### config.mk
export PLATFORM = sky130hd
export DESIGN_NAME = regfile_wb_arbiter
export DESIGN_NICKNAME = d
export VERILOG_FILES = /design/src/rtl/regfile_pkg.sv /design/src/rtl/rr_arbiter.sv /design/src/rtl/regfile_wb_arbiter.sv
export SDC_FILE = /design/constraint.sdc
export NUM_CORES = 1
export LEC_CHECK = 0
export BUFFER_PORTS_ARGS = -buffer_cell sky130_fd_sc_hd__buf_2
export CAP_MARGIN = 20
export CORE_ASPECT_RATIO = 1.4
export CORE_MARGIN = 2
export CORE_UTILIZATION = 40
export DETAILED_ROUTE_END_ITERATION = 16
export GPL_TIMING_DRIVEN = 0
export PLACE_DENSITY = 0.74
export SLEW_MARGIN = 5
export SYNTH_ARGS = -nofsm -noshare
export SYNTH_HDL_FRONTEND = slang
export SYNTH_HIERARCHICAL = 1
export SYNTH_SLANG_ARGS = --single-unit
### constraint.sdc
create_clock -name clock -period 5.45 [get_ports clock]
set_input_delay 0.2725 -clock clock [delete_from_list [all_inputs] [get_ports clock]]
set_output_delay 0.2725 -clock clock [all_outputs]
set_load 0.005 [all_outputs]
### src/rtl/regfile_pkg.sv
// rtl/regfile_pkg.sv - shared register-file sizing and writeback requester IDs
package regfile_pkg;

    localparam int REG_WIDTH = 32;
    localparam int REG_DEPTH = 32;
    localparam int REG_AW    = 5;

    localparam int WB_ALU    = 0;
    localparam int WB_LOAD   = 1;
    localparam int WB_MULDIV = 2;
    localparam int WB_NREQ   = 3;

endpackage

### src/rtl/rr_arbiter.sv
// rtl/rr_arbiter.sv - round-robin arbiter with registered pointer, one-hot and binary grant
module rr_arbiter #(
    parameter int  N  = 3,
    localparam int IW = (N > 1) ? $clog2(N) : 1
) (
    input  logic          clock,
    input  logic          reset,
    input  logic [N-1:0]  req,
    input  logic          advance,
    output logic [N-1:0]  grant,
    output logic [IW-1:0] grant_idx
);

    logic [IW-1:0] ptr;
    logic [IW:0]   idx;
    logic          found;

    // Walk N slots starting at ptr; the extra idx bit absorbs ptr+k before the wrap.
    always_comb begin
        grant     = '0;
        grant_idx = '0;
        found     = 1'b0;
        idx       = '0;
        for (int k = 0; k < N; k++) begin
            idx = {1'b0, ptr} + (IW+1)'(k);
            if (idx >= (IW+1)'(N)) begin
                idx = idx - (IW+1)'(N);
            end
            if (!found && req[idx[IW-1:0]]) begin
                found                 = 1'b1;
                grant[idx[IW-1:0]]    = 1'b1;
                grant_idx             = idx[IW-1:0];
            end
        end
    end

    always_ff @(posedge clock or posedge reset) begin
        if (reset) begin
            ptr <= '0;
        end else if (advance && found) begin
            ptr <= (grant_idx == IW'(N-1)) ? '0 : grant_idx + IW'(1);
        end
    end

endmodule

### src/rtl/regfile_wb_arbiter.sv
// rtl/regfile_wb_arbiter.sv - writeback port arbiter for the register file; REGFILE_WB_PRIO0_EN gives the ALU strict priority
module regfile_wb_arbiter
    import regfile_pkg::*;
#(
    parameter int  WIDTH = REG_WIDTH,
    parameter int  DEPTH = REG_DEPTH,
    parameter int  NREQ  = WB_NREQ,
    localparam int AW    = $clog2(DEPTH),
    localparam int GW    = (NREQ > 1) ? $clog2(NREQ) : 1
) (
    input  logic                  clock,
    input  logic                  reset,
    input  logic [NREQ-1:0]       req_valid,
    output logic [NREQ-1:0]       req_ready,
    input  logic [NREQ*AW-1:0]    req_wa,
    input  logic [NREQ*WIDTH-1:0] req_wd,
    output logic                  WE,
    output logic [AW-1:0]         WA,
    output logic [WIDTH-1:0]      WD,
    output logic [GW-1:0]         grant_id,
    output logic                  busy
);

    logic [NREQ-1:0]  grant;
    logic [GW-1:0]    gidx;
    logic [AW-1:0]    sel_wa;
    logic [WIDTH-1:0] sel_wd;
    logic             transfer;

`ifdef REGFILE_WB_PRIO0_EN
    localparam int SN = NREQ - 1;
    localparam int SW = (SN > 1) ? $clog2(SN) : 1;

    logic [SN-1:0] sub_grant;
    logic [SW-1:0] sub_idx;

    // The ALU bypasses the rotation, so its grants leave the pointer untouched.
    rr_arbiter #(.N(SN)) u_rr (
        .clock     (clock),
        .reset     (reset),
        .req       (req_valid[NREQ-1:1]),
        .advance   (~req_valid[WB_ALU]),
        .grant     (sub_grant),
        .grant_idx (sub_idx)
    );

    always_comb begin
        grant = '0;
        gidx  = '0;
        if (req_valid[WB_ALU]) begin
            grant[WB_ALU] = 1'b1;
            gidx          = GW'(WB_ALU);
        end else begin
            grant = {sub_grant, 1'b0};
            gidx  = GW'(sub_idx) + GW'(1);
        end
    end
`else
    rr_arbiter #(.N(NREQ)) u_rr (
        .clock     (clock),
        .reset     (reset),
        .req       (req_valid),
        .advance   (1'b1),
        .grant     (grant),
        .grant_idx (gidx)
    );
`endif

    assign req_ready = grant & {NREQ{~reset}};
    assign transfer  = |req_ready;
    assign busy      = |req_valid;

    always_comb begin
        sel_wa = '0;
        sel_wd = '0;
        for (int i = 0; i < NREQ; i++) begin
            if (grant[i]) begin
                sel_wa = req_wa[i*AW +: AW];
                sel_wd = req_wd[i*WIDTH +: WIDTH];
            end
        end
    end

    // Writes to register 0 still update WA/WD/grant_id but never pulse WE.
    always_ff @(posedge clock or posedge reset) begin
        if (reset) begin
            WE       <= 1'b0;
            WA       <= '0;
            WD       <= '0;
            grant_id <= '0;
        end else begin
            WE <= transfer && (sel_wa != '0);
            if (transfer) begin
                WA       <= sel_wa;
                WD       <= sel_wd;
                grant_id <= gidx;
            end
        end
    end

endmodule

# ---- Word level (Yosys, flattened, before mapping)
# Cells that the tools add are included.
dict set report op_classes {
  n_addsub 6
  n_eq_ne 1
  muxes 31
  magnitude_cmp 9
  bitwise 4
  n_reduce_logical 11
}
# op count
set ops {}
lappend ops {{32-bit two-way mux} 3}
lappend ops {{5-bit two-way mux} 3}
lappend ops {{2-bit two-way mux} 7}
lappend ops {{2-bit by 3-bit less-than comparator with 1-bit output, second input constant} 3}
lappend ops {{1-bit two-way mux} 9}
lappend ops {{3-bit two-way mux} 3}
lappend ops {{1-bit binary-select mux with 2-bit select} 3}
lappend ops {{1-bit demux with 2-bit select} 3}
lappend ops {{2-bit by 1-bit greater-or-equal comparator with 1-bit output, second input constant} 3}
lappend ops {{3-bit by 2-bit greater-or-equal comparator with 1-bit output, second input constant} 2}
lappend ops {{1-bit logical AND} 6}
lappend ops {{3-bit bitwise OR} 2}
lappend ops {{3-bit OR reduction} 2}
lappend ops {{2-bit subtractor, second input constant} 3}
lappend ops {{5-bit nonzero test} 1}
lappend ops {{2-bit by 1-bit adder with 3-bit output, second input constant} 1}
lappend ops {{2-bit by 2-bit adder with 3-bit output, second input constant} 1}
lappend ops {{3-bit AND} 1}
lappend ops {{2-bit by 1-bit adder with 2-bit output, second input constant} 1}
lappend ops {{2-bit == test, second input constant} 1}
lappend ops {{2-bit greater-or-equal comparator, second input constant} 1}
lappend ops {{1-bit zero test} 2}
lappend ops {{1-bit inverter} 1}
dict set report totals {
  word_cells 67
  input_bits 116
  reg_bits 42
  output_inout_bits 44
}

# ---- Logic depth before layout (Yosys ltp)
dict set report depth {
  ltp_word 16
  depth_mapped 14
  depth_no_buf 11
}

# ---- Cells and area by module
# The synthesis kept the hierarchy.
# mod area_each_um2 seq_area_each_um2 n_inst cells_each
set by_module_without_submodules {}
lappend by_module_without_submodules {regfile_wb_arbiter 2319.7 1001.0 1 243}
lappend by_module_without_submodules {rr_arbiter 447.9 50.0 1 59}

# ---- Least setup slack after synthesis
# OpenSTA, ideal clock, no wires.
dict set report synth_timing {
  path_type {register to register}
  from {register u_rr.ptr[0]}
  to {register WD[12]}
  stages_incl_launch_ff 13
  arrival_ps 2570
  path_buffers 3
  setup_slack_ps 2788
  required_time_ps 5358
  cell_sequence {dfrtp_1 > inv_1 > ha_1 > buf_2 > mux2i_1 > o22ai_1 > a22oi_1 > o21ai_0 > nor3_1 > or2_1 > buf_6 > buf_6 > o31ai_2}
}
dict set report synth_between {
  elab_chain_len 14
  elab_cells_between_ends 48
  classes_between {5 x add/sub; 9 x order compare; 23 x mux; 3 x bitwise; 8 x reduce/logical}
}
# element line
set synth_rtl {}
lappend synth_rtl {{start: declaration} rr_arbiter.sv:14} ;# logic [IW-1:0] ptr;
lappend synth_rtl {{start signal: assignment} rr_arbiter.sv:41} ;# ptr <= (grant_idx == IW'(N-1)) ? '0 : grant_idx + IW'(1);
lappend synth_rtl {{2-bit by 1-bit adder with 3-bit output (tied with other cells)} rr_arbiter.sv:25} ;# idx = {1'b0, ptr} + (IW+1)'(k);
lappend synth_rtl {{3-bit by 2-bit greater-or-equal comparator with 1-bit output (tied with other cells)} rr_arbiter.sv:26} ;# if (idx >= (IW+1)'(N)) begin
lappend synth_rtl {{2-bit two-way mux (tied with other cells)} rr_arbiter.sv:26}
lappend synth_rtl {{2-bit by 3-bit less-than comparator with 1-bit output (implied by the code) (tied with other cells)} rr_arbiter.sv:31} ;# grant[idx[IW-1:0]] = 1'b1;
lappend synth_rtl {{1-bit logical AND (implied by the code) (tied with other cells)} rr_arbiter.sv:31}
lappend synth_rtl {{1-bit two-way mux (implied by the code) (tied with other cells)} rr_arbiter.sv:31}
lappend synth_rtl {{1-bit demux with 2-bit select (tied with other cells)} n/a}
lappend synth_rtl {{3-bit bitwise OR (no line) / 1-bit two-way mux (equally long branches)} n/a}
lappend synth_rtl {{3-bit two-way mux / 1-bit zero test (equally long branches)} rr_arbiter.sv:29} ;# if (!found && req[idx[IW-1:0]]) begin
lappend synth_rtl {{3-bit bitwise OR (no line) / 1-bit logical AND (equally long branches)} n/a}
lappend synth_rtl {{3-bit two-way mux (*)} rr_arbiter.sv:29}
lappend synth_rtl {{net grant[0]} regfile_wb_arbiter.sv:24} ;# logic [NREQ-1:0] grant;
lappend synth_rtl {{32-bit two-way mux (3 in a row)} regfile_wb_arbiter.sv:77} ;# if (grant[i]) begin
lappend synth_rtl {{end signal: assignment} regfile_wb_arbiter.sv:95} ;# WD <= sel_wd;
lappend synth_rtl {{end: declaration} regfile_wb_arbiter.sv:19} ;# output logic [WIDTH-1:0] WD,
# Mark *: on every way through the listed nets, which the timed path passes. The rest lies on a longest branch. The select of a mux whose other input is x is not followed.
# A chain may end at the register's enable or synchronous reset.

# ---- Worst setup path in the final report
dict set report layout_timing {
  from {register u_rr.ptr[0]}
  to {output req_ready[1]}
}
dict set report layout_between {
  elab_chain_len 12
  elab_cells_between_ends 44
  classes_between {5 x add/sub; 9 x order compare; 20 x mux; 3 x bitwise; 7 x reduce/logical}
}
# element line
set layout_rtl {}
lappend layout_rtl {{2-bit by 1-bit adder with 3-bit output (tied with other cells)} rr_arbiter.sv:25}
lappend layout_rtl {{3-bit by 2-bit greater-or-equal comparator with 1-bit output (tied with other cells)} rr_arbiter.sv:26}
lappend layout_rtl {{2-bit two-way mux (tied with other cells)} rr_arbiter.sv:26}
lappend layout_rtl {{2-bit by 3-bit less-than comparator with 1-bit output (implied by the code) (tied with other cells)} rr_arbiter.sv:31}
lappend layout_rtl {{1-bit logical AND (implied by the code) (tied with other cells)} rr_arbiter.sv:31}
lappend layout_rtl {{1-bit two-way mux (implied by the code) (tied with other cells)} rr_arbiter.sv:31}
lappend layout_rtl {{1-bit demux with 2-bit select (tied with other cells)} n/a}
lappend layout_rtl {{3-bit bitwise OR (no line) / 1-bit two-way mux (equally long branches)} n/a}
lappend layout_rtl {{3-bit two-way mux / 1-bit zero test (equally long branches)} rr_arbiter.sv:29}
lappend layout_rtl {{3-bit bitwise OR (no line) / 1-bit logical AND (equally long branches)} n/a}
lappend layout_rtl {{3-bit two-way mux (*)} rr_arbiter.sv:29}
lappend layout_rtl {{net grant[1]} regfile_wb_arbiter.sv:24}
lappend layout_rtl {{3-bit AND (*)} regfile_wb_arbiter.sv:69} ;# assign req_ready = grant & {NREQ{~reset}};
lappend layout_rtl {{end: declaration} regfile_wb_arbiter.sv:14} ;# output logic [NREQ-1:0] req_ready,
# Marked as above.

==> run metrics <==
status=finished clean; CTS Root Cell=clkbuf_8; highest metal used=met4; R2R Setup Slk=between 2000 and 2500 ps; commonest non-fill, non-tap cell in the layout=buf_2; Worst Skew=7.75 ps; H-tree levels=2; share of cells above drive strength 1=46.3%; Unique masters post-synth=43; # Max-Cap Violations=0; remaining global-route overflow=0; end of the critical path=req_ready[1]; Setup CP Type=flip-flop to output port; wire length on met2=4.65 mm; clock sinks=42; num ports=160; gr usage total=24.0%; multi-input logic area=approximately 1500 sq um; register area=1050 sq um; Synth warnings=6; power per cell area=655 nW/um^2; chip height=102 um; fraction of registers with async set/reset=100%; WP data arrival=3380 ps; pin count of the biggest net entering global routing=between 40 and 50; CP endpoint kind=output port; estimated wirelength of the detail-placed design=between 7 and 8 mm; core area=approximately 6700 sq um; CTS tree=yes; area delta synth->final=36.7%; most frequent cells in the layout=172 x buf_2, 56 x nand2_1, 42 x dfrtp_1, 33 x a221oi_1, 29 x o31ai_2; Inserted Diodes=0; Die X=74.3 um; ANT nets after route=0; fin nets=between 500 and 600; reg2reg path depth=11; routed len/inst=16.0 um; Post-synth EDFFs=0; hold path startpoint=req_wd[67]; num rows=35; final worst path period share=66.9%; DRT Wirelength=9.02 mm; DRC violations left=0; wire length on met3=712 um; RSZ-0062 raised after global routing=no; metal1 wirelength=around 3.4 mm; Hold-fix buffers, CTS=1; FF-to-FF Start=u_rr/ptr[0]; initial core utilization=41.6%; Max-slew headroom=~43%; CTS buffer count=5; worst-margin pin slew=851 ps; global-route wire length before repair=between 10 and 15 mm; router iterations before antenna repair=4; r2r endpoint=WD[21]; clk buf depth=2; initial antenna violation count=0; vias in the first global route=around 2.9k; Mapped Cells=about 300; critical path required time=between 5000 and 6000 ps; global placement routability congestion=0.873; mapped cell area=2770 sq um; Die ar.=between 7000 and 8000 sq um; vias per inst=about 5.3; Clock Latency Late Sink=about 300 ps; maximum VDD drop=roughly 0.33 mV; Hold Vio Cnt, Final=0; Reg clk slew, reported paths=approximately 80 ps; sequential-to-total area share from yosys stat=38.0%; final setup vio count=0; Final Power=2.48 mW; dominant synthesized flop cell=dfrtp_1; fillers=639; Final min period=3650 ps; Pleak=between 1.5 and 2 nW; Slew Viols, Final=0; port bufs=159; #FFs+latches synth=42; syn avg cell area=around 9.2 sq um; Hold Crit Class=input pin to flip-flop; crit path from=u_rr/ptr[0]; CP startpoint kind=flip-flop; Crit Path Max Fanout=10; post-CTS resize count=0; vias post-DR=around 3.0k; Fmax=274 MHz; DRT iter0 DRCs=~90; setup TNS=0 ps; postcts setup bufs=0
-- cell type report --
class / instances / share of cell area (%)
inverters: 9 / 0.893
repair buffers: 160 / 21.3
flip-flops and latches: 42 / 27.8
clock inverters: 1 / 0.132
multi-input cells: 225 / 40.4
clock buffers: 7 / 2.28
plain buffers: 27 / 4.20
well taps: 92 / 3.04
-- flip-flops by register name (all words and copies together), names as in the netlist --
signal,count
WA,5
WD,32
grant_id,2
WE,1
u_rr/ptr,2
-- Yosys cell counts, types with 5 or more instances --
cell type	n	area (sq um)
o31ai_2	29	363
a21oi_1	11	55.1
dfrtp_1	42	1050
nand2_1	56	210
inv_1	9	33.8
buf_6	5	56.3
clkbuf_1	6	22.5
nor2_1	24	90.1
buf_2	13	65.1
nor2b_1	19	119
nand3b_1	5	37.5
a221oi_1	33	289
o21ai_0	7	35.0
-- kinds of logic (layout without fill, tap and decap cells) --
kind of cell | Yosys count | count (layout) | share of synthesized area (%)
muxes | 3 | 3 | 1.13
and+or+nand+nor | 118 | 118 | 19.8
other | 1 | 2 | 0.135
DFF | 42 | 42 | 38.0
buffers and inverters | 36 | 204 | 6.96
adders and majority gates | 4 | 4 | 1.81
AOI/OAI and AO/OA | 98 | 98 | 32.1
-- where the power goes --
group          internal, mW  switching (mW)
Combinational         0.730           0.999
Clock                 0.102           0.113
Sequential            0.460          0.0753
-- per-layer routing --
layer	vias up	track usage [%]
met5	-	0
met4	0	8.93
met3	21	7.40
met2	122	40.5
met1	1414	28.6
li1	1439	-
-- worst max-delay path, stage by stage, from the launching register on --
cell and delay [ps]:
dfrtp_1 400, inv_1 80, ha_1 380, buf_2 240, nand3_1 90, o22ai_1 250
a221oi_1 120, a21oi_1 480, buf_2 330, buf_1 400, nor2b_1 190, buf_2 120
-- how the worst min path moves through the flow --
stage	slack, ps	cells after the start	end
final	260	3	WD[3]
after global routing	280	3	WD[16]
after CTS	250	3	WD[3]
after detailed placement	220	2	u_rr/ptr[0]
after global placement	200	2	u_rr/ptr[1]
after floorplan	10	1	u_rr/ptr[0]
-- per-stage QoR --
step	worst slack [ps]	cell area [sq um]	std cells	util, %	hold slack, ps
after floorplan	2790	2770	303	-	13.7
after global placement	2230	3680	554	55.3	199
after detailed placement	2160	3680	554	55.3	218
after CTS	1810	3780	563	56.8	254
after global routing	1480	3780	563	56.8	280
final	1800	3780	563	56.8	256
Note: power is estimated with default switching activity, not from simulation.
